## src/rtl/slow_clk_monitor.sv

```systemverilog
// Fast-domain monitor for a divided slow clock: synchronises it, emits a tick per rise,
// measures the rise-to-rise period in fast cycles and flags a stalled divider.
module slow_clk_monitor #(
    parameter int SYNC_STAGES = 2,
    parameter int CNT_W       = 30,
    parameter int TIMEOUT     = 2**29
) (
    input  logic             clk100Mhz,
    input  logic             resetn,
    input  logic             slowClk,
    output logic             tick,
    output logic [CNT_W-1:0] period,
    output logic             period_valid,
    output logic             timeout,
    output logic [7:0]       tick_count
);

    typedef enum logic [1:0] {
        WAIT_FIRST = 2'd0,
        MEASURE    = 2'd1,
        STALLED    = 2'd2
    } state_t;

    localparam logic [CNT_W-1:0] CNT_LAST = CNT_W'(TIMEOUT - 1);

    logic [SYNC_STAGES-1:0] r_sync;
    logic                   r_prev;
    logic [CNT_W-1:0]       r_cnt;
    logic [CNT_W-1:0]       r_period;
    logic                   r_tick;
    logic                   r_period_valid;
    logic                   r_timeout;
    logic [7:0]             r_tick_count;
    state_t                 r_state;
    logic                   w_rise;

    // slowClk is asynchronous: only the last synchroniser stage is ever used as data
    always_ff @(posedge clk100Mhz) begin
        if (!resetn) begin
            r_sync <= '0;
            r_prev <= 1'b0;
        end else begin
            r_sync <= {r_sync[SYNC_STAGES-2:0], slowClk};
            r_prev <= r_sync[SYNC_STAGES-1];
        end
    end

    assign w_rise = r_sync[SYNC_STAGES-1] & ~r_prev;

    always_ff @(posedge clk100Mhz) begin
        if (!resetn) begin
            r_state        <= WAIT_FIRST;
            r_cnt          <= '0;
            r_period       <= '0;
            r_tick         <= 1'b0;
            r_period_valid <= 1'b0;
            r_timeout      <= 1'b0;
            r_tick_count   <= 8'd0;
        end else begin
            r_tick         <= w_rise;
            r_period_valid <= 1'b0;
            if (w_rise) begin
                r_tick_count <= r_tick_count + 8'd1;
            end
            case (r_state)
                WAIT_FIRST: begin
                    r_cnt <= '0;
                    if (w_rise) begin
                        r_state <= MEASURE;
                    end
                end
                MEASURE: begin
                    // a rise on the final count still yields a valid period of TIMEOUT
                    if (w_rise) begin
                        r_period       <= r_cnt + CNT_W'(1);
                        r_period_valid <= 1'b1;
                        r_cnt          <= '0;
                    end else if (r_cnt == CNT_LAST) begin
                        r_state   <= STALLED;
                        r_timeout <= 1'b1;
                    end else begin
                        r_cnt <= r_cnt + CNT_W'(1);
                    end
                end
                STALLED: begin
                    if (w_rise) begin
                        r_state   <= MEASURE;
                        r_cnt     <= '0;
                        r_timeout <= 1'b0;
                    end
                end
                default: begin
                    r_state <= WAIT_FIRST;
                    r_cnt   <= '0;
                end
            endcase
        end
    end

    assign tick         = r_tick;
    assign period       = r_period;
    assign period_valid = r_period_valid;
    assign timeout      = r_timeout;
    assign tick_count   = r_tick_count;

endmodule

```

## config.mk

```make
export PLATFORM = sky130hd
export DESIGN_NAME = slow_clk_monitor
export DESIGN_NICKNAME = d
export VERILOG_FILES = /design/src/rtl/slow_clk_monitor.sv
export SDC_FILE = /design/constraint.sdc
export NUM_CORES = 1
export LEC_CHECK = 0
export CORE_MARGIN = 3
export CORE_UTILIZATION = 35
export CTS_BUF_LIST = sky130_fd_sc_hd__clkbuf_8 sky130_fd_sc_hd__clkbuf_16
export CTS_CLUSTER_DIAMETER = 80
export CTS_CLUSTER_SIZE = 10
export DETAILED_ROUTE_END_ITERATION = 8
export PLACE_DENSITY = 0.59
export SLEW_MARGIN = 30
export SYNTH_ARGS = -nofsm -noshare
export SYNTH_HDL_FRONTEND = slang
export SYNTH_SLANG_ARGS = --single-unit
```

## constraint.sdc

```tcl
create_clock -name clk100Mhz -period 2.9 [get_ports clk100Mhz]
set_clock_uncertainty 0.2 [all_clocks]
set_input_delay 0.29 -clock clk100Mhz [delete_from_list [all_inputs] [get_ports clk100Mhz]]
set_output_delay 0.29 -clock clk100Mhz [all_outputs]
set_load 0.01 [all_outputs]
```

==> impl_metrics.csv, run 1 <==
group,metric,value,unit
clock_tree,cts_tree,"built",
global_routing,grt_pass1_vias,2900,
timing,rsz0062_at_grt,"no",
yosys,synth_top_cell_by_area,"dfxtp_1",
detailed_routing,routed_wl,8960,um
global_routing,grt_max_degree,51,
final_layout,fin_util,0.445,
yosys,synth.ff_latch_count,76,
critical_path,slowest_stage,"a31o_2",
yosys,synth_top_area_share,0.432,
clock_tree,post_cts_buffers,0,
critical_path,required,2990,ps
placement,place_area,4140,um^2
power,ir_drop,0.000228,V
clock_tree,insertion_delay,370,ps
critical_path,reg2reg_from,"r_cnt[0]",
critical_path,cp_common_cell,"buf_4",
die,dieArea,11300,um^2
timing,fmax,374,MHz
die,coreArea,9770,um^2
clock_tree,cts_buffer_depth,2,
detailed_routing,firstDrtPassIters,5,
clock_tree,clock-sinks,76,
timing,drv_slew,0,
critical_path,reg2reg_depth,8,
yosys,yosys_warnings,0,
yosys,avgSynthCellArea,8.32,um^2
timing,hold_violations,0,
timing,slew_headroom,0.494,
critical_path,worstPathMaxFanout,17,
placement,hpwl,6400,um
critical_path,crit_arrival,2760,ps
min_path,holdPathEnd,"r_sync[1]",
die,io_pins,44,
die,start_util,0.361,
yosys,yosys-top-cells-count,"dfxtp_1, nand2_1, o21ai_0, a21oi_1, nor2_1",
yosys,synth_most_common_cell,"dfxtp_1",
power,p_clk_frac,0.424,
detailed_routing,num_vias,3239,
critical_path,cp-end-kind,"register",
placement,port_buffers,43,
yosys,async_flop_share,0,
final_layout,drive_gt1_frac,0.104,
power,switching_share,0.232,
global_routing,grt-ovfl-total,0,
placement,place.gp.congestion,0.911,
final_layout,fillers,972,
critical_path,start_kind,"register",
detailed_routing,viasPerCell,5.34,
yosys,synth.area.top_cells,"dfxtp_1, o21ai_0, nand2_1",
die,rows,36,
die,die_x,106,um
die,die_h,106,um
timing,min_period,2680,ps
global_routing,grtUsageTotal,0.164,
yosys,ys.flop_type,"dfxtp_1",
global_routing,antenna_found_initial,0,
yosys,synth_area,3530,um^2
power,p_leak,1.50,nW
critical_path,path_delay_family,"simple AND/OR/NAND/NOR gates",
final_layout,diodes,0,
critical_path,crit_type,"reg2reg",
yosys,synth_enable_flop_cells,0,
yosys,yosysSeqAreaShare,0.432,
min_path,min_from,"r_sync[0]",
yosys,synth_fp_nets,429,
clock_tree,root_buffer,"clkbuf_8",
detailed_routing,wire_per_inst,14.8,um
critical_path,timing.rr.end,"r_cnt[26]",
final_layout,fin_nets,473,
power,switching_power,454,uW
min_path,hold_class,"reg2reg",
critical_path,crit_chain,"ha_1 -> nand4_2 -> buf_4 -> nor4_2 -> a31o_2 -> buf_4 -> nand2_1 -> o21ai_0",
clock_tree,post_cts_resized,0,
yosys,synth_cell_type_count,46,
global_routing,grt_first_pass_wirelength,14600,um
clock_tree,cts.clk_slew.worst_paths,80,ps
timing,tns,0,ps
critical_path,reg2reg_setup_slack,220,ps
min_path,hold_depth,1,
power,p_per_area,450,nW/um^2
yosys,synthCells,424,
timing,fin_crit_sh,0.923,
power,combPwrFrac,0.034,
timing,tightest_slew,752,ps
power,p_int,1.50,mW
clock_tree,ctsHoldBuffers,0,
critical_path,crit_buf_inv,2,
run_status,status,"completed",
power,p_seq_frac,0.542,
critical_path,cpPeakStageDelay,490,ps
final_layout,stdcell_area,4350,um^2
detailed_routing,drc_errors,0,
clock_tree,htreeDepth,3,
timing,final-setup-viol-count,0,
flow_run,max_cap_viol_count,0,
final_layout,syn_to_final_growth,23.2,%
detailed_routing,antenna_left,0,
clock_tree,cts_buffers,9,
detailed_routing,drt-initial-drc-count,214,
-- stage by stage --
step	power, mW	hold slack (ps)	setup WS, ps	cells
3_5_place_dp	1.15	223	303	590
6_report	1.96	234	224	606
4_1_cts	1.98	241	262	606
5_1_grt	2.05	260	40.1	606
3_3_place_gp	1.15	218	359	590
2_1_floorplan	1.12	206	396	424
-- cell usage in the layout (no fill, tap or decap), types with 4 or more instances in the layout --
cell,n
or4_1,5
a21oi_1,32
xnor2_1,13
nand3_1,15
xor2_1,8
a21o_1,7
nand2b_1,4
buf_4,19
nor2_1,27
nand4_1,10
and3_1,4
inv_1,7
a31oi_1,5
clkdlybuf4s50_1,43
a211oi_1,13
o21ai_0,43
and4_1,4
nor4_1,9
clkbuf_8,10
or3_1,10
dfxtp_1,76
nand2_1,43
nor2b_1,5
nor3_1,17
-- worst register-to-register path: stages (launching register included) --
cell,delay (ps)
dfxtp_1,480
ha_1,320
nand4_2,150
buf_4,200
nor4_2,410
a31o_2,490
buf_4,230
nand2_1,50
o21ai_0,60
-- worst max-delay path by stage --
stage | start | end | slack, ps | cells past startpoint
after CTS | r_cnt[0] | r_cnt[26] | 260 | 8
after global routing | r_cnt[0] | r_cnt[23] | 40 | 8
after detailed placement | r_cnt[0] | r_cnt[26] | 300 | 8
after floorplan | r_cnt[0] | r_cnt[28] | 400 | 7
after global placement | r_cnt[0] | r_cnt[28] | 360 | 6
final | r_cnt[0] | r_cnt[26] | 220 | 8
-- power by group through the flow --
stage | registers [mW] | clock network, mW | logic [mW]
finish | 1.06 | 0.830 | 0.0668
CTS | 1.06 | 0.857 | 0.0677
global placement | 1.08 | 0 | 0.0669
global route | 1.06 | 0.910 | 0.0745
floorplan | 1.09 | 0 | 0.0324
detailed placement | 1.08 | 0 | 0.0677
-- metal layers --
metal / GRT usage / up-vias / routed length (um)
met4: 0.0546 / 0 / 195
met2: 0.251 / 113 / 4000
li1: - / 1615 / -
met3: 0.0583 / 16 / 633
met1: 0.215 / 1495 / 4130
met5: 0 / - / 0
-- cell type report --
class                      count  area [um^2]  area share
tap                          133          166      0.0383
clock inverter                 6         63.8      0.0147
multi-input combinational    311         1850       0.426
timing repair buffer          62          573       0.132
clock buffer                  10          138      0.0317
sequential                    76         1520       0.350
inverter                       8         30.0     0.00691
-- logic make-up after synthesis --
logic type,synth area share
AOI/OAI and AO/OA,0.197
and+or+nand+nor,0.259
xor gates and xnor gates,0.0522
DFF,0.432
muxes,0.00923
adders and majority gates,0.00710
buffers and inverters,0.0436
-- registers in the layout (all words and copies together) (netlist names) --
signal	flops
period	30
r_cnt	30
tick_count	8
r_state	2
r_sync	2
period_valid	1
r_prev	1
tick	1
timeout	1
(Power assumes the default switching activity.)
==> run 2: changes to the inputs <==
--- a/config.mk
+++ b/config.mk
@@ -11,7 +11,7 @@
 export CTS_CLUSTER_DIAMETER = 80
 export CTS_CLUSTER_SIZE = 10
 export DETAILED_ROUTE_END_ITERATION = 8
-export PLACE_DENSITY = 0.59
+export PLACE_DENSITY = 0.66
 export SLEW_MARGIN = 30
 export SYNTH_ARGS = -nofsm -noshare
 export SYNTH_HDL_FRONTEND = slang
==> run 2 against run 1 <==
Against the previous run:
- worst setup slack got worse by 76 ps
- via count is 0.62% higher
- clock-buffer cell count is 1 lower
- worst hold slack better by 3.9 ps
- first-iteration DRC count shrank 5.1%
- total power is 7.3% higher
- final cell count decreased by 0.33%
- sequential power hardly changed
- register-to-register slack worse by 80 ps
- flip-flop and latch count unchanged
- largest power group unchanged
- cell area grew 1.1%
==> impl_metrics.csv, run 2 (synthesis gave the netlist of run 1 again) <==
group,metric,value,unit
run_status,status,"completed",
detailed_routing,drc_errors,0,
global_routing,grtUsageTotal,0.164,
clock_tree,ctsHoldBuffers,0,
critical_path,crit_arrival,2860,ps
timing,tightest_slew,625,ps
die,die_h,106,um
global_routing,grt_first_pass_wirelength,15000,um
die,start_util,0.361,
detailed_routing,routed_wl,8890,um
placement,hpwl,6420,um
global_routing,antenna_found_initial,0,
clock_tree,cts_buffers,9,
detailed_routing,drt-initial-drc-count,203,
critical_path,crit_chain,"ha_1 -> nand4_2 -> or4_1 -> or4_4 -> a21oi_1 -> a21o_1",
power,combPwrFrac,0.032,
power,p_leak,1.53,nW
global_routing,grt-ovfl-total,0,
final_layout,fillers,963,
power,ir_drop,0.000237,V
clock_tree,post_cts_resized,0,
min_path,hold_class,"reg2reg",
critical_path,start_kind,"register",
die,coreArea,9770,um^2
global_routing,grt_pass1_vias,3100,
final_layout,syn_to_final_growth,24.6,%
timing,fmax,363,MHz
power,power,2.10,mW
global_routing,grt_max_degree,45,
power,switching_share,0.213,
power,p_per_area,478,nW/um^2
critical_path,worstPathMaxFanout,8,
power,p_clk_frac,0.464,
final_layout,register_area,1520,um^2
timing,final-setup-viol-count,0,
power,switching_power,447,uW
final_layout,final_common_cell,"dfxtp_1",
clock_tree,cts_tree,"built",
final_layout,stdcell_area,4390,um^2
clock_tree,cts_buffer_depth,2,
detailed_routing,firstDrtPassIters,5,
final_layout,multi_input_area,1870,um^2
timing,tns,0,ps
clock_tree,clock-sinks,76,
placement,place_area,4150,um^2
timing,drv_slew,0,
critical_path,cpPeakStageDelay,700,ps
timing,hold_violations,0,
die,rows,36,
clock_tree,post_cts_buffers,0,
die,io_pins,44,
clock_tree,htreeDepth,3,
critical_path,slowest_stage,"or4_1",
timing,slew_headroom,0.580,
die,die_x,106,um
clock_tree,cts.clk_slew.worst_paths,80,ps
detailed_routing,wire_per_inst,14.7,um
critical_path,required,3000,ps
final_layout,layout_common_cells,"dfxtp_1, nand2_1, o21ai_0, clkdlybuf4s50_1, a21oi_1",
final_layout,diodes,0,
critical_path,cp-end-kind,"register",
final_layout,drive_gt1_frac,0.0998,
clock_tree,root_buffer,"clkbuf_8",
timing,rsz0062_at_grt,"no",
power,p_seq_frac,0.504,
detailed_routing,num_vias,3259,
final_layout,fin_nets,471,
placement,port_buffers,43,
detailed_routing,antenna_left,0,
timing,fin_crit_sh,0.949,
die,dieArea,11300,um^2
critical_path,crit_type,"reg2reg",
timing,min_period,2750,ps
power,p_int,1.65,mW
clock_tree,insertion_delay,360,ps
flow_run,max_cap_viol_count,0,
placement,place.gp.congestion,0.957,
detailed_routing,viasPerCell,5.40,
-- run 2: final timing paths --
path	startpoint	to	slack [ps]	depth (start not counted)
max	r_cnt[0]	r_cnt[28]	150	6
min	r_sync[0]	r_sync[1]	240	1
max reg2reg	r_cnt[0]	r_cnt[28]	150	6
min reg2reg	r_sync[0]	r_sync[1]	240	1
-- run 2: final cells by class --
type                    count  share of cell area
inverters                   8             0.00683
well taps                 133              0.0379
clock buffers               9              0.0282
repair buffers             60               0.130
multi-input cells         311               0.425
clock inverters             7              0.0265
flip-flops and latches     76               0.346
-- run 2: layer usage --
metal	vias to the layer above	GRT usage	part of all wire
li1	1622	-	-
met1	1511	0.216	0.46
met2	105	0.258	0.46
met3	21	0.0340	0.061
met4	0	0.0759	0.024
met5	-	0	0
-- run 2: per-stage QoR --
step                hold slack [ps]  instances   util  setup slack, ps
floorplan                       206        424      -              396
global placement                217        588  0.424              258
detailed placement              224        588  0.424              200
CTS                             245        604  0.449              176
global route                    263        604  0.450             28.5
finish                          238        604  0.450              148
-- run 2: power groups by stage --
| stage | Combinational [mW] | Sequential [mW] | Clock (mW) |
|---|---|---|---|
| 6_report | 0.0667 | 1.06 | 0.974 |
| 5_1_grt | 0.0743 | 1.06 | 1.04 |
| 4_1_cts | 0.0670 | 1.06 | 0.993 |
| 3_5_place_dp | 0.0667 | 1.08 | 0 |
| 3_3_place_gp | 0.0663 | 1.08 | 0 |
| 2_1_floorplan | 0.0324 | 1.09 | 0 |
-- run 2: critical path, delay by kind of cell, from the launching register on --
family	cells	cell delay, ps
flops	1	480
simple gates	3	1440
compound gates	2	260
fa+ha+maj	1	310
==> run 3: changes to the inputs <==
--- a/config.mk
+++ b/config.mk
@@ -11,6 +11,7 @@
 export CTS_CLUSTER_DIAMETER = 80
 export CTS_CLUSTER_SIZE = 10
 export DETAILED_ROUTE_END_ITERATION = 8
+export MAX_ROUTING_LAYER = met4
 export PLACE_DENSITY = 0.66
 export SLEW_MARGIN = 30
 export SYNTH_ARGS = -nofsm -noshare
==> run 3 against run 2 <==
Against the previous run:
- clock power is 7.7% lower
- die area is the same
- largest cell class unchanged
- sequential share of layout area rose by 0.14 points
- register-to-register slack better by 80 ps
- cell area shrank 0.40%
- critical endpoint unchanged
- worst setup slack better by 77 ps
- critical path depth is the same
- maximum frequency increased by 2.9%
- non-clock buffer count grew 1
- sequential power is essentially flat
==> impl_metrics.csv, run 3 (synthesis gave the netlist of run 1 again) <==
group,metric,value,unit
placement,dp_cells,589,
timing,fin_crit_sh,0.922,
placement,place.gp.congestion,0.944,
power,combPwrFrac,0.034,
critical_path,crit_buf_inv,0,
critical_path,worstPathMaxFanout,7,
final_layout,fin_nets,472,
timing,tightest_slew,674,ps
global_routing,grt_pass1_vias,3073,
run_status,status,"completed",
detailed_routing,viasPerCell,5.30,
critical_path,path_delay_family,"simple AND/OR/NAND/NOR gates",
final_layout,final_common_cell,"dfxtp_1",
detailed_routing,routed_wl,8800,um
final_layout,multi_input_area,1860,um^2
die,io_pins,44,
die,rows,36,
timing,slew_headroom,0.546,
timing,drv_slew,0,
final_layout,layout_common_cells,"dfxtp_1, nand2_1, o21ai_0, clkdlybuf4s50_1, a21oi_1",
clock_tree,root_buffer,"clkbuf_8",
clock_tree,cts_tree,"built",
power,p_per_area,463,nW/um^2
final_layout,syn_to_final_growth,24.1,%
placement,port_buffers,43,
die,coreArea,9770,um^2
global_routing,grt-ovfl-total,0,
clock_tree,post_cts_resized,0,
clock_tree,post_cts_buffers,0,
detailed_routing,wire_per_inst,14.5,um
power,p_clk_frac,0.444,
critical_path,crit_type,"reg2reg",
power,ir_drop,0.000181,V
power,switching_share,0.215,
detailed_routing,firstDrtPassIters,5,
global_routing,met2_usage,0.263,
timing,final-setup-viol-count,0,
clock_tree,cts_buffers,9,
clock_tree,cts_buffer_depth,2,
clock_tree,clock-sinks,76,
timing,min_period,2670,ps
global_routing,grt_first_pass_wirelength,15000,um
critical_path,cpPeakStageDelay,700,ps
global_routing,grtUsageTotal,0.169,
detailed_routing,drt-initial-drc-count,216,
power,switching_power,435,uW
detailed_routing,drc_errors,0,
final_layout,register_area,1520,um^2
critical_path,crit_chain,"ha_1 -> nand4_2 -> or4_1 -> or4_4 -> a21oi_1 -> a21o_1",
global_routing,antenna_found_initial,0,
final_layout,drive_gt1_frac,0.104,
critical_path,crit_arrival,2780,ps
power,p_seq_frac,0.523,
critical_path,cp-end-kind,"register",
detailed_routing,num_vias,3209,
global_routing,grtUsageMet3,0.0407,
power,p_leak,1.52,nW
die,die_h,106,um
timing,hold_violations,0,
clock_tree,cts.clk_slew.worst_paths,80,ps
die,start_util,0.361,
die,die_x,106,um
critical_path,required,3000,ps
final_layout,fin_cells,605,
final_layout,fillers,970,
power,p_int,1.59,mW
placement,hpwl,6470,um
flow_run,max_cap_viol_count,0,
critical_path,slowest_stage,"or4_1",
detailed_routing,antenna_left,0,
final_layout,diodes,0,
clock_tree,ctsHoldBuffers,0,
global_routing,grt_max_degree,45,
min_path,hold_class,"reg2reg",
clock_tree,htreeDepth,3,
critical_path,start_kind,"register",
timing,tns,0,ps
die,dieArea,11300,um^2
timing,fmax,374,MHz
clock_tree,insertion_delay,350,ps
timing,rsz0062_at_grt,"no",
global_routing,grt.busiest_layer,"met2",
global_routing,met1_usage,0.215,
==> run 3: cell count changes in the layout (fill, tap and decap cells not counted) <==
cell        delta
a31o_2         +1
a31o_4         -1
buf_4          +1
bufinv_16      -1
clkbuf_8       +1
clkinv_2       +1
clkinv_4       -2
clkinvlp_4     +1
inv_1          -1
inv_6          +1
==> run 3: path summary, 6_finish.rpt <==
| kind | slack (ps) | cells after the start | to | startpoint |
|---|---|---|---|---|
| max | 230 | 6 | r_cnt[28] | r_cnt[1] |
| min | 230 | 1 | tick | r_prev |
| max reg2reg | 230 | 6 | r_cnt[28] | r_cnt[1] |
| min reg2reg | 230 | 1 | tick | r_prev |
==> run 3: area by class of cell <==
class,count,area share
Clock buffer,10,0.0314
Inverter,8,0.00686
Timing Repair Buffer,61,0.132
Tap cell,133,0.0380
Clock inverter,6,0.0197
Sequential cell,76,0.348
Multi-Input combinational cell,311,0.424
==> run 3: stage by stage <==
stage / hold slack (ps) / instance area, um^2 / total power [mW] / utilization / worst slack [ps]
finish: 235 / 4380 / 2.03 / 0.448 / 225
global route: 259 / 4380 / 2.11 / 0.448 / 23.6
CTS: 232 / 4370 / 2.05 / 0.447 / 245
detailed placement: 222 / 4150 / 1.15 / 0.424 / 262
global placement: 223 / 4150 / 1.15 / 0.424 / 340
floorplan: 206 / 3530 / 1.12 / - / 396
==> run 3: per-layer routing <==
metal  vias up  wire length [um]
met5         -                 0
met4         0                76
met3        13               546
met2        92              4080
met1      1473              4100
li1       1631                 -
==> run 3: power groups by stage <==
stage	combinational [mW]	sequential, mW	clock, mW
final	0.0685	1.06	0.899
after global routing	0.0755	1.06	0.977
after CTS	0.0687	1.06	0.926
after detailed placement	0.0684	1.08	0
after global placement	0.0677	1.08	0
after floorplan	0.0324	1.09	0
